==> src/rtl/bcd_addsub_serial.sv <==
// Digit-serial BCD add/subtract: loads A then B MSD first, computes LSD first, pulses done.
// Define BCD_ADDSUB_SUB_EN to build the subtract path (operand swap, borrow chain, neg).
module bcd_addsub_serial #(
    parameter int unsigned DIGITS = 3
) (
    input  logic                  clk_i,
    input  logic                  reset_i,
    input  logic [3:0]            sample_i,
    input  logic                  sample_valid_i,
    output logic                  sample_ready_o,
    input  logic                  op_i,
    output logic [4*DIGITS-1:0]   w1_o,
    output logic [4*DIGITS-1:0]   w2_o,
    output logic [4*DIGITS+3:0]   sum_o,
    output logic                  neg_o,
    output logic                  digit_err_o,
    output logic                  done_o
);
    localparam int unsigned W = 4 * DIGITS;

    typedef enum logic [1:0] {StLoadA, StLoadB, StCalc, StDone} state_e;

    state_e       state_q;
    logic [3:0]   cnt_q;
    logic         carry_q, neg_q, err_q, done_q, op_q;
    logic [W-1:0] w1_q, w2_q;
    logic [W+3:0] sum_q;

    logic         accept, last_digit, in_bad;
    logic [3:0]   in_digit, load_idx;
    logic         sub_mode, swap;
    logic [W-1:0] opa, opb;
    logic [3:0]   a_dig, b_dig, res_dig;
    logic         res_carry;
    logic [4:0]   t;

    assign sample_ready_o = (state_q == StLoadA) || (state_q == StLoadB);
    assign accept         = sample_ready_o && sample_valid_i;
    assign last_digit     = (cnt_q == 4'(DIGITS - 1));
    assign in_bad         = (sample_i > 4'd9);
    assign in_digit       = in_bad ? 4'd9 : sample_i;
    assign load_idx       = 4'(DIGITS - 1) - cnt_q;

`ifdef BCD_ADDSUB_SUB_EN
    assign sub_mode = op_q;
    // Binary compare of packed BCD orders the same as the decimal values.
    assign swap     = op_q && (w1_q < w2_q);
`else
    logic unused_op;
    assign unused_op = op_q;
    assign sub_mode  = 1'b0;
    assign swap      = 1'b0;
`endif

    always_comb begin
        opa       = swap ? w2_q : w1_q;
        opb       = swap ? w1_q : w2_q;
        a_dig     = opa[4*cnt_q +: 4];
        b_dig     = opb[4*cnt_q +: 4];
        t         = {1'b0, a_dig} + {1'b0, b_dig} + {4'b0, carry_q};
        res_dig   = t[3:0];
        res_carry = 1'b0;
        if (t > 5'd9) begin
            res_dig   = 4'(t - 5'd10);
            res_carry = 1'b1;
        end
`ifdef BCD_ADDSUB_SUB_EN
        if (sub_mode) begin
            t         = {1'b0, a_dig} - {1'b0, b_dig} - {4'b0, carry_q};
            res_dig   = t[3:0];
            res_carry = 1'b0;
            if (({1'b0, b_dig} + {4'b0, carry_q}) > {1'b0, a_dig}) begin
                res_dig   = 4'(t + 5'd10);
                res_carry = 1'b1;
            end
        end
`endif
    end

    always_ff @(posedge clk_i) begin
        if (reset_i) begin
            state_q <= StLoadA;
            cnt_q   <= '0;
            carry_q <= 1'b0;
            neg_q   <= 1'b0;
            err_q   <= 1'b0;
            done_q  <= 1'b0;
            op_q    <= 1'b0;
            w1_q    <= '0;
            w2_q    <= '0;
            sum_q   <= '0;
        end else begin
            done_q <= 1'b0;
            unique case (state_q)
                StLoadA: if (accept) begin
                    w1_q[4*load_idx +: 4] <= in_digit;
                    if (cnt_q == 4'd0) begin
                        op_q  <= op_i;
                        sum_q <= '0;
                        neg_q <= 1'b0;
                        err_q <= in_bad;
                    end else begin
                        err_q <= err_q | in_bad;
                    end
                    if (last_digit) begin
                        state_q <= StLoadB;
                        cnt_q   <= '0;
                    end else begin
                        cnt_q <= cnt_q + 4'd1;
                    end
                end
                StLoadB: if (accept) begin
                    w2_q[4*load_idx +: 4] <= in_digit;
                    err_q <= err_q | in_bad;
                    if (last_digit) begin
                        state_q <= StCalc;
                        cnt_q   <= '0;
                        carry_q <= 1'b0;
                    end else begin
                        cnt_q <= cnt_q + 4'd1;
                    end
                end
                StCalc: begin
                    sum_q[4*cnt_q +: 4] <= res_dig;
                    carry_q <= res_carry;
                    if (cnt_q == 4'd0) neg_q <= swap;
                    if (last_digit) begin
                        // Subtract always ends with no borrow since the larger operand is on top.
                        sum_q[W +: 4] <= sub_mode ? 4'd0 : {3'b0, res_carry};
                        state_q <= StDone;
                        cnt_q   <= '0;
                        done_q  <= 1'b1;
                    end else begin
                        cnt_q <= cnt_q + 4'd1;
                    end
                end
                StDone: begin
                    state_q <= StLoadA;
                    cnt_q   <= '0;
                end
                default: state_q <= StLoadA;
            endcase
        end
    end

    assign w1_o        = w1_q;
    assign w2_o        = w2_q;
    assign sum_o       = sum_q;
    assign neg_o       = neg_q;
    assign digit_err_o = err_q;
    assign done_o      = done_q;
endmodule
==> config.mk <==
export PLATFORM = sky130hd
export DESIGN_NAME = bcd_addsub_serial
export DESIGN_NICKNAME = d
export VERILOG_FILES = /design/src/rtl/bcd_addsub_serial.sv
export SDC_FILE = /design/constraint.sdc
export NUM_CORES = 1
export LEC_CHECK = 0
export ABC_AREA = 1
export CAP_MARGIN = 40
export CORE_MARGIN = 2
export CORE_UTILIZATION = 54
export DETAILED_ROUTE_END_ITERATION = 16
export MAX_ROUTING_LAYER = met4
export PLACE_DENSITY_LB_ADDON = 0.15
export SLEW_MARGIN = 10
export SYNTH_ARGS = -nofsm -noshare
export SYNTH_HDL_FRONTEND = slang
export SYNTH_SLANG_ARGS = --single-unit
==> constraint.sdc <==
create_clock -name clk_i -period 3.6 [get_ports clk_i]
set_input_delay 0.54 -clock clk_i [delete_from_list [all_inputs] [get_ports clk_i]]
set_output_delay 0.54 -clock clk_i [all_outputs]
set_load 0.02 [all_outputs]
=== Yosys cells after proc, flatten, opt, wreduce, memory -nomap -nowiden ===
Cells that the tools add are included.

* Register bits after elaboration: 50
* Bits in latches: 0
* Memory bits (writable): 0
* Memory bits (read-only): 0
* Bits of input ports: 8
* Output and inout bits: 44
* Word-level logic and storage cells: 83
* Memories: 0

* Add/subtract/negate cells: 7
* $mul: 0
* Divide/modulo/power cells: 0
* $lt $le $gt $ge: 2
* Equal/unequal tests: 11
* Shift operators: 6
* Muxes and demuxes: 30
* Bitwise operators: 2
* Reductions and logical operators: 16

{| class="wikitable"
|+ Operators with widths
! operator !! count
|-
| negation 6 -> 34 bit || 2
|-
| variable shift 4 x 34 -> 12 bit, first input constant || 1
|-
| variable shift 4 x 34 -> 16 bit, first input constant || 1
|-
| variable part select 4 x 34 -> 12 bit || 1
|-
| variable part select 4 x 34 -> 16 bit || 1
|-
| 2-to-1 mux 16 bit || 2
|-
| one-hot mux 16 bit (2 select lines) || 1
|-
| bitwise mux 12 bit || 2
|-
| variable part select 12 x 7 -> 4 bit || 2
|-
| 2-to-1 mux 4 bit || 5
|-
| bitwise mux 16 bit || 1
|-
| one-hot mux 4 bit (3 select lines) || 1
|-
| 2-to-1 mux 2 bit || 5
|-
| != test 2 bit, second input constant || 5
|-
| 2-to-1 mux 1 bit || 9
|-
| AND reduction 3 bit || 3
|-
| one-hot mux 2 bit (4 select lines) || 1
|-
| one-hot mux 1 bit (2 select lines) || 3
|-
| AND reduction 2 bit || 3
|-
| nonzero test 2 bit || 3
|-
| adder 4 x 4 -> 5 bit || 1
|-
| adder 5 x 1 -> 5 bit || 1
|-
| greater-than comparator 5 x 4 -> 1 bit, second input constant || 1
|-
| AND reduction 5 bit || 1
|-
| other kinds (15) || 18
|}

=== Longest topological paths before layout ===
* Word-level depth: 9
* Depth in mapped cells: 20
* Gate-level depth less buffers: 19

=== Worst setup path before layout ===
Ideal clock, no wire load.

* Path type: reg-to-reg
* Start: register cnt_q[0]
* End: register sum_q[13], in the netlist sum_o[13]
* Library setup time: 0.132 ns
* Arrival: 2.866 ns
* Required time: 3.468 ns
* Setup slack: 0.601 ns
* Stages on the path, launching flop included: 20
* Path buffers: 2
* Clock period less this slack: 2.999 ns
* Path through: dfxtp_1 > inv_1 > buf_4 > clkbuf_1 > o21ai_0 > a21oi_1 > fa_1 > inv_1 > fa_1 > xor2_1 > ha_1 > inv_1 > a21oi_1 > a21oi_1 > nand2_1 > nand2_1 > nand2_1 > nand2_1 > nand3_1 > a21oi_1

* Cells in the longest elaborated chain, start to end: 9
* Elaborated cells on any way between the ends: 17
* Those cells by class: add/sub (4); order compare (1); eq/ne (2); shift (4); mux (4); reduce/logical (2)

{| class="wikitable"
|+ Ends and longest elaborated chain
! element !! RTL line !! RTL
|-
| start: declaration || 24 || <nowiki>logic [3:0] cnt_q;</nowiki>
|-
| start signal: assignment || 109 || <nowiki>cnt_q <= cnt_q + 4'd1;</nowiki>
|-
| start signal: assignment || 120 || <nowiki>cnt_q <= cnt_q + 4'd1;</nowiki>
|-
| start signal: assignment || 134 || <nowiki>cnt_q <= cnt_q + 4'd1;</nowiki>
|-
| variable part select 12 x 7 -> 4 bit (on tied branches) || 58, 59 ||
|-
| adder 4 x 4 -> 5 bit || 60 || <nowiki>t = {1'b0, a_dig} + {1'b0, b_dig} + {4'b0, carry_q};</nowiki>
|-
| adder 5 x 1 -> 5 bit || 60 ||
|-
| subtractor 4 bit or greater-than comparator 5 x 4 -> 1 bit (tied branches) || 64, 63 ||
|-
| 2-to-1 mux 4 bit || 63 || <nowiki>if (t > 5'd9) begin</nowiki>
|-
| variable part select 4 x 34 -> 16 bit || 124 || <nowiki>sum_q[4*cnt_q +: 4] <= res_dig;</nowiki>
|-
| bitwise mux 16 bit || 124 ||
|-
| 2-to-1 mux 4 bit || 127 || <nowiki>if (last_digit) begin</nowiki>
|-
| one-hot mux 16 bit (2 select lines) || 94 || <nowiki>unique case (state_q)</nowiki>
|-
| end signal: indexed assignment || 124 ||
|-
| end signal: indexed assignment || 129 || <nowiki>sum_q[W +: 4] <= sub_mode ? 4'd0 : {3'b0, res_carry};</nowiki>
|-
| end: declaration || 27 || <nowiki>logic [W+3:0] sum_q;</nowiki>
|}

Several ways; a longest one is shown, not always the timed one.
A chain may end at the register's enable or synchronous reset.

=== Worst setup path after layout ===
* Start: register cnt_q[2]
* End: register sum_q[13], in the netlist sum_o[13]

The elaborated chain is that of the path after synthesis.

==> run_results.csv <==
group,metric,value,unit
outcome,status,"finished clean",
route,drc,0,
place,gp_congestion,0.881,
logic_synthesis,synth.area.mux_share,0,%
power,p_int,1610,uW
power,p_per_area,846,nW/um^2
logic_synthesis,synth_commonest_cells,"101 x nand2_1, 55 x inv_1, 49 x dfxtp_1",
timing,hold_violations,0,
route,dr.pass1.iters,5,
route,routedWlPerCell,13.9,um
layout,instances_no_fill,566,
route,drt_iter0_markers,205,
grt,grt_pass1_vias,2775,
timing,slew_headroom,63.8,%
place,hpwl,6000,um
logic_synthesis,synth_top_family_by_area,"simple AND/OR/NAND/NOR gates",
logic_synthesis,syn_nets,468,
route,avgViaCountPerCell,5.37,
worst_setup_path,critPathRequiredTime,3850,ps
timing,period_minus_slack,3340,ps
logic_synthesis,synth_top_area_share,31.2,%
timing,worst_slew_pin_slew,542,ps
die,die_area,6440,um^2
worst_setup_path,crit_path_max_fanout,5,
clock_network,htreeDepth,2,
timing,fmax,299,MHz
grt,overflow,0,
logic_synthesis,synth_edf_count,0,
place,place_ws,190,ps
power,p_sw_share,50.7,%
logic_synthesis,synthXorXnorAreaFrac,0.836,%
min_path,hp-class,"flip-flop to flip-flop",
clock_network,hold_buffers,0,
clock_network,post-cts-setup-buffer-count,0,
timing,fin_ws,256,ps
die,io_pins,52,
logic_synthesis,synth_top_area_cell,"dfxtp_1",
power,p_comb_share,64.2,%
logic_synthesis,synth_area,3140,um^2
die,dieHeight,80.3,um
power,power_switching,1650,uW
timing,post-route-period-util,92.9,%
die,die_x,80.3,um
worst_setup_path,cp-start-kind,"flip-flop",
logic_synthesis,synth-seq-area-share,31.2,%
route,via_count,3037,
power,total_power,3260,uW
logic_synthesis,ys_types,44,
clock_network,cts.clk_slew.worst_paths,100,ps
clock_network,cts_root_buffer,"clkbuf_8",
layout,layout.nets,518,
logic_synthesis,ys_ff_latch,49,
worst_setup_path,arrival,3590,ps
timing,setup_viol_count_final,0,
grt,grt_antenna_before_repair,0,
timing,finalSetupTns,0,ps
die,fp.coreArea,5570,um^2
route,ant_nets,0,
logic_synthesis,synth_compound_area_share,15.2,%
power,vdd_ir_drop_max,440,uV
timing,skew,6.83,ps
grt,grt_usage,26.7,%
place,io_buffers,49,
place,dp.cells,558,
logic_synthesis,synth_warnings,0,
clock_network,cts_tree,"done",
logic_synthesis,syn-instance-count,443,
grt,grt_first_pass_wirelength,13000,um
clock_network,cts-resized-gates,0,
logic_synthesis,synthAdderAreaFrac,7.25,%
worst_setup_path,crit_path_end_kind,"flip-flop",
run,drv_cap,0,
logic_synthesis,syn_area_per_cell,7.09,um^2
timing,rsz0062_at_grt,"false",
layout,diodes,0,
logic_synthesis,synth-main-ff-cell,"dfxtp_1",
logic_synthesis,synthArstFlopShare,0,%
route,wl,7850,um
die,initial_core_util,56.4,%
worst_setup_path,path_class,"flip-flop to flip-flop",
logic_synthesis,yosysMostFrequentCell,"nand2_1",
power,p_seq_share,21.0,%
clock_network,clk-insertion-delay-late,320,ps
layout,area_growth,22.5,%
die,row_count,27,
timing,final_max_slew_viol_count,0,
power,power_leakage,0.00166,uW
logic_synthesis,synth.area.top_cells,"dfxtp_1 31%, nand2_1 12%, a21oi_1 7.5%",
grt,grt_max_degree,34,
clock_network,numCtsBuffers,5,
power,power_frac_clock,14.8,%
clock_network,cts_buffer_depth,2,
clock_network,cts.sinks,49,
logic_synthesis,synth-simple-area-share,35.1,%
layout,drive_gt1_share,11.5,%
-- placed cells by master (no fill, tap or decap), types with 5 or more instances in the layout --
master / count
clkbuf_8: 5
o21ai_0: 16
a21oi_1: 47
nor3_1: 7
ha_1: 15
o211ai_1: 5
o21ai_1: 6
dfxtp_1: 48
nand2_4: 5
inv_1: 55
buf_4: 8
clkdlybuf4s50_1: 49
nand2_2: 8
nor2_1: 44
nand3_1: 22
nand2_1: 101
-- worst paths after layout --
| path | from | to | slack (ps) | cells after the start |
|---|---|---|---|---|
| worst max-delay path | cnt_q[2]$_SDFFE_PP0P_ | sum_o[13]$_SDFFE_PP0P_ | 260 | 19 |
| worst max register to register | cnt_q[2]$_SDFFE_PP0P_ | sum_o[13]$_SDFFE_PP0P_ | 260 | 19 |
| worst min register to register | sum_o[8]$_SDFFE_PP0P_ | sum_o[8]$_SDFFE_PP0P_ | 470 | 2 |
| worst min-delay path | sum_o[8]$_SDFFE_PP0P_ | sum_o[8]$_SDFFE_PP0P_ | 470 | 2 |
-- cell type report --
class / count / area, um^2
timing repair buffer: 57 / 551
multi-input combinational: 318 / 1850
inverter: 62 / 240
clock buffer: 5 / 68.8
sequential: 49 / 982
fill: 479 / 1730
tap: 72 / 90.1
clock inverter: 3 / 68.8
-- metal layers --
layer  global-route usage (%)  part of all wire [%]  vias to the layer above
li1                         -                     -                     1519
met1                     36.0                    46                     1393
met2                     41.3                    46                      117
met3                     5.06                   7.1                        8
met4                     7.12                   1.1                        0
met5                        -                     0                        -
-- power groups by stage --
stage / combinational [uW] / clock, uW / sequential, uW
5_1_grt: 2310 / 516 / 693
3_5_place_dp: 2050 / 0 / 694
6_report: 2090 / 483 / 683
3_3_place_gp: 1990 / 0 / 692
2_1_floorplan: 1520 / 0 / 735
4_1_cts: 2060 / 491 / 682
-- critical path, cell delays in order (launching register included) --
cell     delay, ps
dfxtp_1        450
inv_4          120
nand2_1         90
nor2_2         190
nand2_1         90
a21oi_1        230
fa_1           240
inv_1           60
fa_1           420
xor2_2         220
ha_1           230
inv_1           70
a21oi_1         40
a21oi_1        120
nand2_1        100
nand2_1        170
nand2_1         70
nand2_1        140
nand3_1        110
a21oi_1        120
-- state kept, by name (all words and copies together), names as in the netlist --
register	count
w1_o	12
done_o	1
sum_o	16
w2_o	12
state_q	2
carry_q	1
cnt_q	4
digit_err_o	1
-- kinds of logic (layout without fill, tap and decap cells) --
family | after synthesis | in the layout
AO/OA/AOI/OAI | 85 | 85
flip-flops | 49 | 49
AND/OR/NAND/NOR | 212 | 212
XOR/XNOR | 3 | 3
adder cells (fa/ha/maj) | 17 | 17
other | 1 | 1
buffers and inverters | 76 | 127
-- stage by stage --
stage / utilization, % / hold slack [ps] / area [um^2]
2_1_floorplan: - / 524 / 3140
3_3_place_gp: 66.4 / 452 / 3700
3_5_place_dp: 66.4 / 458 / 3700
4_1_cts: 68.8 / 472 / 3840
5_1_grt: 69.0 / 496 / 3850
6_report: 69.0 / 469 / 3850
Note: power is estimated with default switching activity, not from simulation.
